**src/rtl/z86_test_io.sv**
```systemverilog
// Simulated I/O port device for the z86 regression harness: latency-shaped completions,
// an 8-byte scratch window, a test-exit port and a drainable write log. Optional trace: Z86_TEST_IO_TRACE_EN.
module z86_test_io #(
  parameter int unsigned IO_LATENCY   = 2,
  parameter int unsigned LOG_DEPTH    = 16,
  parameter logic [15:0] SCRATCH_BASE = 16'h00E0,
  parameter logic [15:0] EXIT_PORT    = 16'h00F0
) (
  input  logic                        clk_sys,
  input  logic                        reset,
  input  logic                        io_read_do,
  input  logic [15:0]                 io_read_address,
  input  logic                        io_read_word,
  output logic [15:0]                 io_read_data,
  output logic                        io_read_done,
  input  logic                        io_write_do,
  input  logic [15:0]                 io_write_address,
  input  logic                        io_write_word,
  input  logic [15:0]                 io_write_data,
  output logic                        io_write_done,
  input  logic                        dbg_log_rd,
  output logic [32:0]                 dbg_log_dout,
  output logic                        dbg_log_empty,
  output logic [$clog2(LOG_DEPTH):0]  dbg_log_count,
  output logic                        dbg_log_overflow,
  output logic                        protocol_err,
  output logic                        test_done,
  output logic [15:0]                 test_code
);
  localparam int unsigned AW    = $clog2(LOG_DEPTH);
  localparam int unsigned CW    = AW + 1;
  localparam int unsigned CNT_W = 4;

  typedef enum logic [1:0] {IDLE, RD_WAIT, WR_WAIT} state_t;

  state_t             state_q, state_d;
  logic [CNT_W-1:0]   cnt_q, cnt_d;
  logic               rd_acc, wr_acc, err_set, rd_done_d, wr_done_d;
  logic [15:0]        rd_pend_q, rd_val;
  logic [7:0]         scratch_q [8];
  logic [32:0]        log_mem [LOG_DEPTH];
  logic [AW-1:0]      wr_ptr_q, rd_ptr_q;
  logic [CW-1:0]      count_d;
  logic               log_full, push_ok, pop_ok, push_drop;
  logic [15:0]        rd_off, wr_off;
  logic [2:0]         rd_i, wr_i;
  logic               rd_in, wr_in;

  assign rd_off = 16'(io_read_address - SCRATCH_BASE);
  assign wr_off = 16'(io_write_address - SCRATCH_BASE);
  assign rd_in  = rd_off < 16'd8;
  assign wr_in  = wr_off < 16'd8;
  assign rd_i   = rd_off[2:0];
  assign wr_i   = wr_off[2:0];

  // Read result is formed from scratch contents at acceptance time
  always_comb begin
    rd_val = 16'hFFFF;
    if (rd_in) begin
      if (io_read_word) rd_val = {scratch_q[3'(rd_i + 3'd1)], scratch_q[rd_i]};
      else              rd_val = {8'hFF, scratch_q[rd_i]};
    end
  end

  // Next-state logic; the cycle with cnt_q == 0 in a WAIT state is the done cycle and accepts like IDLE
  always_comb begin
    state_d = state_q;
    cnt_d   = cnt_q;
    rd_acc  = 1'b0;
    wr_acc  = 1'b0;
    err_set = 1'b0;
    if (state_q == IDLE || cnt_q == '0) begin
      state_d = IDLE;
      cnt_d   = '0;
      if (io_read_do) begin
        state_d = RD_WAIT;
        cnt_d   = CNT_W'(IO_LATENCY - 1);
        rd_acc  = 1'b1;
        err_set = io_write_do;
      end else if (io_write_do) begin
        state_d = WR_WAIT;
        cnt_d   = CNT_W'(IO_LATENCY - 1);
        wr_acc  = 1'b1;
      end
    end else begin
      cnt_d   = cnt_q - CNT_W'(1);
      err_set = io_read_do | io_write_do;
    end
    rd_done_d = (state_d == RD_WAIT) && (cnt_d == '0);
    wr_done_d = (state_d == WR_WAIT) && (cnt_d == '0);
  end

  assign log_full  = dbg_log_count == CW'(LOG_DEPTH);
  assign pop_ok    = dbg_log_rd && !dbg_log_empty;
  assign push_ok   = wr_acc && (!log_full || pop_ok);
  assign push_drop = wr_acc && log_full && !pop_ok;
  assign count_d   = dbg_log_count + CW'(push_ok) - CW'(pop_ok);

  always_ff @(posedge clk_sys) begin
    if (reset) begin
      state_q          <= IDLE;
      cnt_q            <= '0;
      rd_pend_q        <= 16'hFFFF;
      io_read_data     <= 16'hFFFF;
      io_read_done     <= 1'b0;
      io_write_done    <= 1'b0;
      for (int i = 0; i < 8; i++) scratch_q[i] <= 8'h00;
      wr_ptr_q         <= '0;
      rd_ptr_q         <= '0;
      dbg_log_count    <= '0;
      dbg_log_empty    <= 1'b1;
      dbg_log_overflow <= 1'b0;
      protocol_err     <= 1'b0;
      test_done        <= 1'b0;
      test_code        <= 16'h0000;
    end else begin
      state_q       <= state_d;
      cnt_q         <= cnt_d;
      io_read_done  <= rd_done_d;
      io_write_done <= wr_done_d;
      if (rd_acc) rd_pend_q <= rd_val;
      if (rd_done_d) io_read_data <= rd_acc ? rd_val : rd_pend_q;
      if (wr_acc && wr_in) begin
        scratch_q[wr_i] <= io_write_data[7:0];
        if (io_write_word) scratch_q[3'(wr_i + 3'd1)] <= io_write_data[15:8];
      end
      if (wr_acc && io_write_address == EXIT_PORT && !test_done) begin
        test_done <= 1'b1;
        test_code <= io_write_word ? io_write_data : {8'h00, io_write_data[7:0]};
      end
      if (push_ok) wr_ptr_q <= wr_ptr_q + AW'(1);
      if (pop_ok)  rd_ptr_q <= rd_ptr_q + AW'(1);
      dbg_log_count <= count_d;
      dbg_log_empty <= count_d == '0;
      if (push_drop) dbg_log_overflow <= 1'b1;
      if (err_set)   protocol_err     <= 1'b1;
    end
  end

  // Log storage needs no reset: the head is masked while empty
  always_ff @(posedge clk_sys) begin
    if (!reset && push_ok) log_mem[wr_ptr_q] <= {io_write_word, io_write_address, io_write_data};
  end

  assign dbg_log_dout = dbg_log_empty ? 33'd0 : log_mem[rd_ptr_q];

`ifdef Z86_TEST_IO_TRACE_EN
  logic [31:0] cyc_q;
  always_ff @(posedge clk_sys) begin
    if (reset) cyc_q <= '0;
    else begin
      cyc_q <= cyc_q + 32'd1;
      if (rd_acc) $display("[%0d] R %s port=%h data=%h", cyc_q, io_read_word ? "W" : "B", io_read_address, rd_val);
      if (wr_acc) $display("[%0d] W %s port=%h data=%h", cyc_q, io_write_word ? "W" : "B", io_write_address, io_write_data);
      if (err_set)   $display("[%0d] ERROR z86_test_io protocol violation", cyc_q);
      if (push_drop) $display("[%0d] ERROR z86_test_io write log overflow", cyc_q);
    end
  end
`endif

endmodule

```
**config.mk**
```make
export PLATFORM = sky130hd
export DESIGN_NAME = z86_test_io
export DESIGN_NICKNAME = d
export VERILOG_FILES = /design/src/rtl/z86_test_io.sv
export SDC_FILE = /design/constraint.sdc
export NUM_CORES = 1
export LEC_CHECK = 0
export CAP_MARGIN = 30
export CORE_MARGIN = 3
export CORE_UTILIZATION = 58
export CTS_BUF_LIST = sky130_fd_sc_hd__clkbuf_8
export DETAILED_ROUTE_END_ITERATION = 7
export GPL_ROUTABILITY_DRIVEN = 0
export PLACE_DENSITY = 0.86
export SLEW_MARGIN = 20
export SYNTH_ARGS = -nofsm -noshare
export SYNTH_HDL_FRONTEND = slang
export SYNTH_SLANG_ARGS = --single-unit
```
**constraint.sdc**
```tcl
create_clock -name clk_sys -period 4.6 [get_ports clk_sys]
set_input_delay 0.92 -clock clk_sys [delete_from_list [all_inputs] [get_ports clk_sys]]
set_output_delay 0.92 -clock clk_sys [all_outputs]
set_load 0.005 [all_outputs]
```
==> results of run 1 <==
cell type report:
cell class | count | share of cell area [%]
antenna | 1 | 0.00792
tap | 600 | 2.37
inverter | 14 | 0.166
clock buffer | 103 | 4.48
multi-input combinational | 712 | 23.9
clock inverter | 82 | 1.33
timing repair buffer | 208 | 6.61
sequential | 669 | 61.2
synthesized netlist by cell type, drive strengths merged, types with 18 or more instances:
cell type and n:
o22ai 41, a21oi 31, clkbuf 44, mux4 164, ha 18, nor2 127, nand2 36, buf 60
edfxtp 592, mux2i 84, dfxtp 77, a22oi 65, nor3 23
critical path: stages, from the launching register on:
cell                              delay, ps
sky130_fd_sc_hd__dfxtp_4                730
sky130_fd_sc_hd__buf_4                  380
sky130_fd_sc_hd__mux4_2                 350
sky130_fd_sc_hd__mux2i_1                220
sky130_fd_sc_hd__o22ai_1                200
sky130_fd_sc_hd__clkdlybuf4s50_1        510
through the flow:
stage / power (mW) / std cells / instance area [sq um] / hold WS, ps / util (%)
detailed placement: 8.80 / 2191 / 29600 / 446 / 64.5
finish: 13.2 / 2389 / 31600 / 458 / 68.9
global placement: 8.72 / 2187 / 29500 / 439 / 64.4
CTS: 13.2 / 2376 / 31400 / 460 / 68.6
global route: 13.7 / 2388 / 31600 / 488 / 68.9
floorplan: 8.06 / 1499 / 27300 / 448 / -
worst paths after layout:
path | from | endpoint | slack, ps | cells past startpoint
max reg2reg | dbg_log_empty | dbg_log_empty | 1330 | 14
min | test_code[13] | test_code[13] | 460 | 2
max | flip-flop | dbg_log_dout[16] | 550 | 5
min reg2reg | test_code[13] | test_code[13] | 460 | 2
state kept, by name (all words and copies together), names as in the netlist, named ones only:
name,flops
state_q,2
test_code,16
scratch_q,64
protocol_err,1
io_read_data,16
cnt_q,4
wr_ptr_q,4
rd_pend_q,16
dbg_log_overflow,1
dbg_log_count,5
io_write_done,1
log_mem,528
rd_ptr_q,4
io_read_done,1
test_done,1
dbg_log_empty,1
cell usage in the layout, fill, tap and decap left out, drive strengths merged, types with 9 or more instances in the layout:
cell type	netlist	layout
nand3	11	11
o22ai	41	41
mux2i	84	84
nand2	36	36
edfxtp	592	592
a21oi	31	31
o21a	9	9
o21bai	9	9
clkbuf	44	103
ha	18	18
dfxtp	77	77
mux4	164	164
nor2	127	127
nor3	23	23
clkdlybuf4s50	0	127
a22oi	65	65
xnor2	12	12
nand2b	10	10
inv	14	56
buf	60	80
clkinv	0	39
where the power goes:
| group | internal [mW] | switching, mW | total (mW) |
|---|---|---|---|
| sequential | 6.69 | 0.0896 | 6.78 |
| clock | 2.17 | 2.29 | 4.46 |
| combinational | 0.981 | 0.944 | 1.92 |
| total | 9.84 | 3.32 | 13.2 |
logic make-up (layout without fill, tap and decap cells):
group,Yosys count,after routing
flops,669,669
mux,256,256
simple gates,243,243
compound gates,174,174
buf+inv,118,407
fa+ha+maj,20,20
xor+xnor,19,19
other cells,0,1
layer usage:
layer | GRT usage (%) | vias to the layer above
li1 | - | 6485
met1 | 34.7 | 7798
met2 | 43.3 | 1001
met3 | 6.24 | 164
met4 | 9.19 | 2
met5 | 0 | -
==> run metrics, run 1 <==
Routed wire per std cell=27.0 um; hold bufs inserted after CTS=0; Detail Placement HPWL=37.9 mm; maximum achievable frequency=0.247 GHz; Fin Clk Skew=62.3 ps; dominant combinational cell family by area after synthesis=multiplexers; Critical Path RT=3680 ps; multiplexer fraction of the synthesized cell area=between 10% and 20%; highest routing layer actually used=met5; mean number of vias per cell=roughly 6.5; area share of the largest cell type after synthesis=approximately two thirds; count of cells resized by post-cts repair=0; relative slew slack=between 40% and 50%; Core ar.=45900 sq um; via count of the first global-routing pass=15900; biggest fanout along the worst timing path=38; total negative slack for setup checks=0 ps; register bit total from synthesis=669; Metal-1 WL=22.7 mm; post-synth cell types=60; Syn Inst Count=1499; Row Count=78; total number of vias=~15000; total grt overflow=0; worst hold path type=reg2reg; Worst setup SP type=flip-flop; Filler Cells Inserted=2724; area fraction in compound gates after synthesis=under 10%; cell accounting for the most synthesized area=sky130_fd_sc_hd__edfxtp_1; DRC violation count after routing=0; remaining antenna violation count=0; max-slew violations=0; Final Hold Fails=0; setup fix buffers added after clock tree synthesis=0; unrepaired setup endpoints after global routing=false; Critical Path AT=3130 ps; wire length on met2=32.6 mm; main area contributors after synthesis=sky130_fd_sc_hd__edfxtp_1 65%, sky130_fd_sc_hd__mux4_2 14%, sky130_fd_sc_hd__dfxtp_1 5.7%, sky130_fd_sc_hd__mux2i_1 3.1%, sky130_fd_sc_hd__a22oi_1 1.8%; number of clock sinks=~670; horizontal die dimension=223 um; worst slack after detailed placement=501 ps; transition at the pin with the smallest max-transition slack=just under 900 ps; Critical Setup Path Class=reg2out; IR drop worst, VDD=0.245 mV; Syn Area/Cell=18.2 sq um; Max H-tree Level=3; fraction of synthesized cell area in xor and xnor cells=0.638%; pin count of the biggest net entering global routing=73; clock insertion delay at the later pin of the skew report=between 700 and 800 ps; outcome=finished clean; async set or reset register ratio after synthesis=0%; dominant register cell in the synthesized netlist=sky130_fd_sc_hd__edfxtp_1; total setup violations reported at the end of the flow=0; final setup slack of the worst path=around 550 ps; share of post-route cells with drive strength above 1=a little under a quarter; net count reported at finish=approximately 1800; IO Count=131; crit share post-route=88.1%; die area=49600 sq um; total CTS buffers=100; clock-pin slew reported for the worst setup and hold paths after clock tree synthesis=around 60 ps; routed wire length on met3=7.49 mm; max-capacitance violation count=0; synthesis-to-finish area growth=15.9%; combined global-route utilization of all metal layers=26.2%; simple-gate share of the synthesized area=approximately 4.2%; First DRT Iteration DRCs=around 2000; floorplan die height=about 220 um; Max Buffers Root-to-Sink=3; post-synthesis instance area=around 27000 sq um; static leakage=about 10 nW; number of antenna violations at the first check in global routing=1; post-synthesis sequential area ratio=70.9%; initial standard-cell utilization of the core=59.4%; Post-synth EDFFs=592; clock tree from TritonCTS=yes; number of synthesis warnings=0; kind of end point of the critical path=primary output; Root Buffer=sky130_fd_sc_hd__clkbuf_8; # port buffers=130; Min Clock Period, post-route=roughly 4100 ps; P per Cell Area=between 400 and 500 nW/um^2; total routed wirelength=roughly 65 mm; first-pass GRT wire length=98.0 mm; number of detailed-route iterations in the first pass=6; register area=19300 sq um; Adder-Cell Fraction of Synth Area=0.936%; net count after synthesis=between 1500 and 2000; area of the multi-input gates=7550 sq um
Power figures use the tool's default switching activity.
==> run 2, diff against run 1 <==
--- a/config.mk
+++ b/config.mk
@@ -7,11 +7,11 @@
 export LEC_CHECK = 0
 export CAP_MARGIN = 30
 export CORE_MARGIN = 3
-export CORE_UTILIZATION = 58
+export CORE_UTILIZATION = 42
 export CTS_BUF_LIST = sky130_fd_sc_hd__clkbuf_8
 export DETAILED_ROUTE_END_ITERATION = 7
 export GPL_ROUTABILITY_DRIVEN = 0
-export PLACE_DENSITY = 0.86
+export PLACE_DENSITY = 0.68
 export SLEW_MARGIN = 20
 export SYNTH_ARGS = -nofsm -noshare
 export SYNTH_HDL_FRONTEND = slang
==> run metrics, run 2 (synthesis gave the netlist of run 1 again) <==
outcome=finished clean (unchanged); Worst setup SP type=flip-flop (unchanged); crit share post-route=91.3% (was 88.1%); unrepaired setup endpoints after global routing=false (unchanged); clock-pin slew reported for the worst setup and hold paths after clock tree synthesis=60 ps (about the same); total routed wirelength=66.3 mm (was 64.6 mm); P per Cell Area=416 nW/um^2 (about the same); net count reported at finish=1794 (was 1779); Detail Placement HPWL=40.4 mm (was 37.9 mm); CP max-delay cell=sky130_fd_sc_hd__dfxtp_4 (unchanged); total grt overflow=0 (unchanged); Min Clock Period, post-route=4200 ps (was 4050 ps); IO Count=131 (unchanged); via count of the first global-routing pass=15500 (was 15900); critical path, cell by cell=buf_12, mux4_2, mux2i_1, o22ai_1, clkdlybuf4s50_1 (was buf_4, mux4_2, mux2i_1, o22ai_1, clkdlybuf4s50_1); First DRT Iteration DRCs=1522 (was 1991); final setup slack of the worst path=399 ps (was 548 ps); # port buffers=130 (unchanged); Levels on crit path=5 (unchanged); max-slew violations=0 (unchanged); Min-Delay Endpoint=test_code[9] (was test_code[13]); Max H-tree Level=3 (unchanged); most common library cell in the layout ignoring fill and taps=sky130_fd_sc_hd__edfxtp_1 (unchanged); DRC violation count after routing=0 (unchanged); peak per-stage delay on the critical path=690 ps (was 730 ps); WHS=454 ps (was 458 ps); combined global-route utilization of all metal layers=19.7% (was 26.2%); Critical Path AT=3280 ps (was 3130 ps); Root Buffer=sky130_fd_sc_hd__clkbuf_8 (unchanged); mean number of vias per cell=5.67 (was 6.47); start of the worst register-to-register path=cnt_q[0] (was dbg_log_empty); Crit path buffers/inverters=2 (unchanged); Critical Setup Path Class=reg2out (unchanged); remaining antenna violation count=0 (unchanged); initial standard-cell utilization of the core=42.8% (was 59.4%); worst reg2reg path endpoint=dbg_log_empty (unchanged); total power consumption of the routed design=13.4 mW (was 13.2 mW); horizontal die dimension=261 um (was 223 um); floorplan die height=261 um (was 223 um); total setup violations reported at the end of the flow=0 (unchanged); total CTS buffers=106 (was 100); relative slew slack=41.3% (was 40.3%); most used cells in the layout excluding fill and tap cells=592 x sky130_fd_sc_hd__edfxtp_1, 164 x sky130_fd_sc_hd__mux4_2, 127 x sky130_fd_sc_hd__clkdlybuf4s50_1 (unchanged); clock insertion delay at the later pin of the skew report=700 ps (was 710 ps); IR drop worst, VDD=0.216 mV (was 0.245 mV); number of clock sinks=669 (unchanged); maximum achievable frequency=0.238 GHz (was 0.247 GHz); number of cells on the worst hold path=2 (unchanged); largest registers=log_mem: 528 flops, scratch_q: 64 flops (unchanged); die area=68000 sq um (was 49600 sq um); transition at the pin with the smallest max-transition slack=873 ps (was 895 ps); max-capacitance violation count=0 (unchanged); hold bufs inserted after CTS=0 (unchanged); register bank with the most flops=log_mem (unchanged); Critical Path RT=3680 ps (about the same); biggest fanout along the worst timing path=40 (was 38); Routed wire per std cell=25.0 um (was 27.0 um); worst hold path type=reg2reg (unchanged); number of detailed-route iterations in the first pass=5 (was 6); kind of cell with the highest combined delay on the critical path=buffers and inverters (unchanged); clock tree from TritonCTS=yes (unchanged); Final Hold Fails=0 (unchanged); depth of the worst register-to-register path=18 (was 14); share of post-route cells with drive strength above 1=24.1% (was 23.4%); setup fix buffers added after clock tree synthesis=0 (unchanged); Row Count=92 (was 78); max FFs per register=528 (unchanged); number of antenna violations at the first check in global routing=2 (was 1); Core ar.=63700 sq um (was 45900 sq um); hold path startpoint=test_code[9] (was test_code[13]); reg-to-reg slack, setup=1480 ps (was 1330 ps); total number of vias=15000 (was 15500); pin count of the biggest net entering global routing=78 (was 73); kind of end point of the critical path=primary output (unchanged); static leakage=10.1 nW (was 10.0 nW); first-pass GRT wire length=99.1 mm (was 98.0 mm); worst slack after detailed placement=137 ps (was 501 ps); Max Buffers Root-to-Sink=3 (unchanged); count of cells resized by post-cts repair=0 (unchanged); Fin Clk Skew=31.1 ps (was 62.3 ps); synthesis-to-finish area growth=18.2% (was 15.9%)
## run 2: cell count changes in the layout (fill, tap and decap cells not counted), sizes merged
cell / delta
diode: +2
clkinv: +1
inv: -9
clkinvlp: +5
buf: +10
clkdlybuf4s18: -1
bufinv: +3
clkbuf: +5
## run 2: routing by layer
metal,GRT usage [%],routed length [um],vias up,part of all wire (%)
li1,-,-,6513,-
met1,26.1,26600,7795,40
met2,32.7,33300,609,50
met3,3.71,4770,113,7.2
met4,7.14,1650,0,2.5
met5,0,0,-,0
## run 2: power by group
| group | internal [mW] | switching, mW | total (mW) |
|---|---|---|---|
| combinational | 0.997 | 0.921 | 1.92 |
| clock | 2.40 | 2.29 | 4.69 |
| sequential | 6.69 | 0.105 | 6.79 |
## run 2: cell type report
type                    count  area (sq um)
clock buffers             108          1490
well taps                 846          1060
inverters                  14          52.6
fillers                  5103         31400
repair buffers            217          2270
diodes                      3          7.51
flip-flops and latches    669         19300
clock inverters            82           462
multi-input cells         712          7550
## run 2: worst max path at each step
stage	start	endpoint
floorplan	dbg_log_rd	log_mem[0][0]
global placement	io_write_address[15]	scratch_q[6][2]
detailed placement	io_write_address[14]	scratch_q[6][2]
CTS	flip-flop	dbg_log_dout[32]
global route	flip-flop	dbg_log_dout[32]
finish	flip-flop	dbg_log_dout[32]
## run 2: per-stage QoR
stage	cells	setup TNS [ps]	instance area (sq um)	util (%)
finish	2651	0	32200	50.6
global route	2650	0	32200	50.6
CTS	2646	0	32200	50.6
detailed placement	2456	0	30200	47.5
global placement	2445	-9090	30100	47.2
floorplan	1499	0	27300	-
## run 2: tightest hold or removal path: cells and delay by family (launching register included)
| kind | cells | cell delay (ps) |
|---|---|---|
| AOI/OAI and AO/OA | 1 | 50 |
| DFF | 1 | 310 |
| and+or+nand+nor | 1 | 50 |
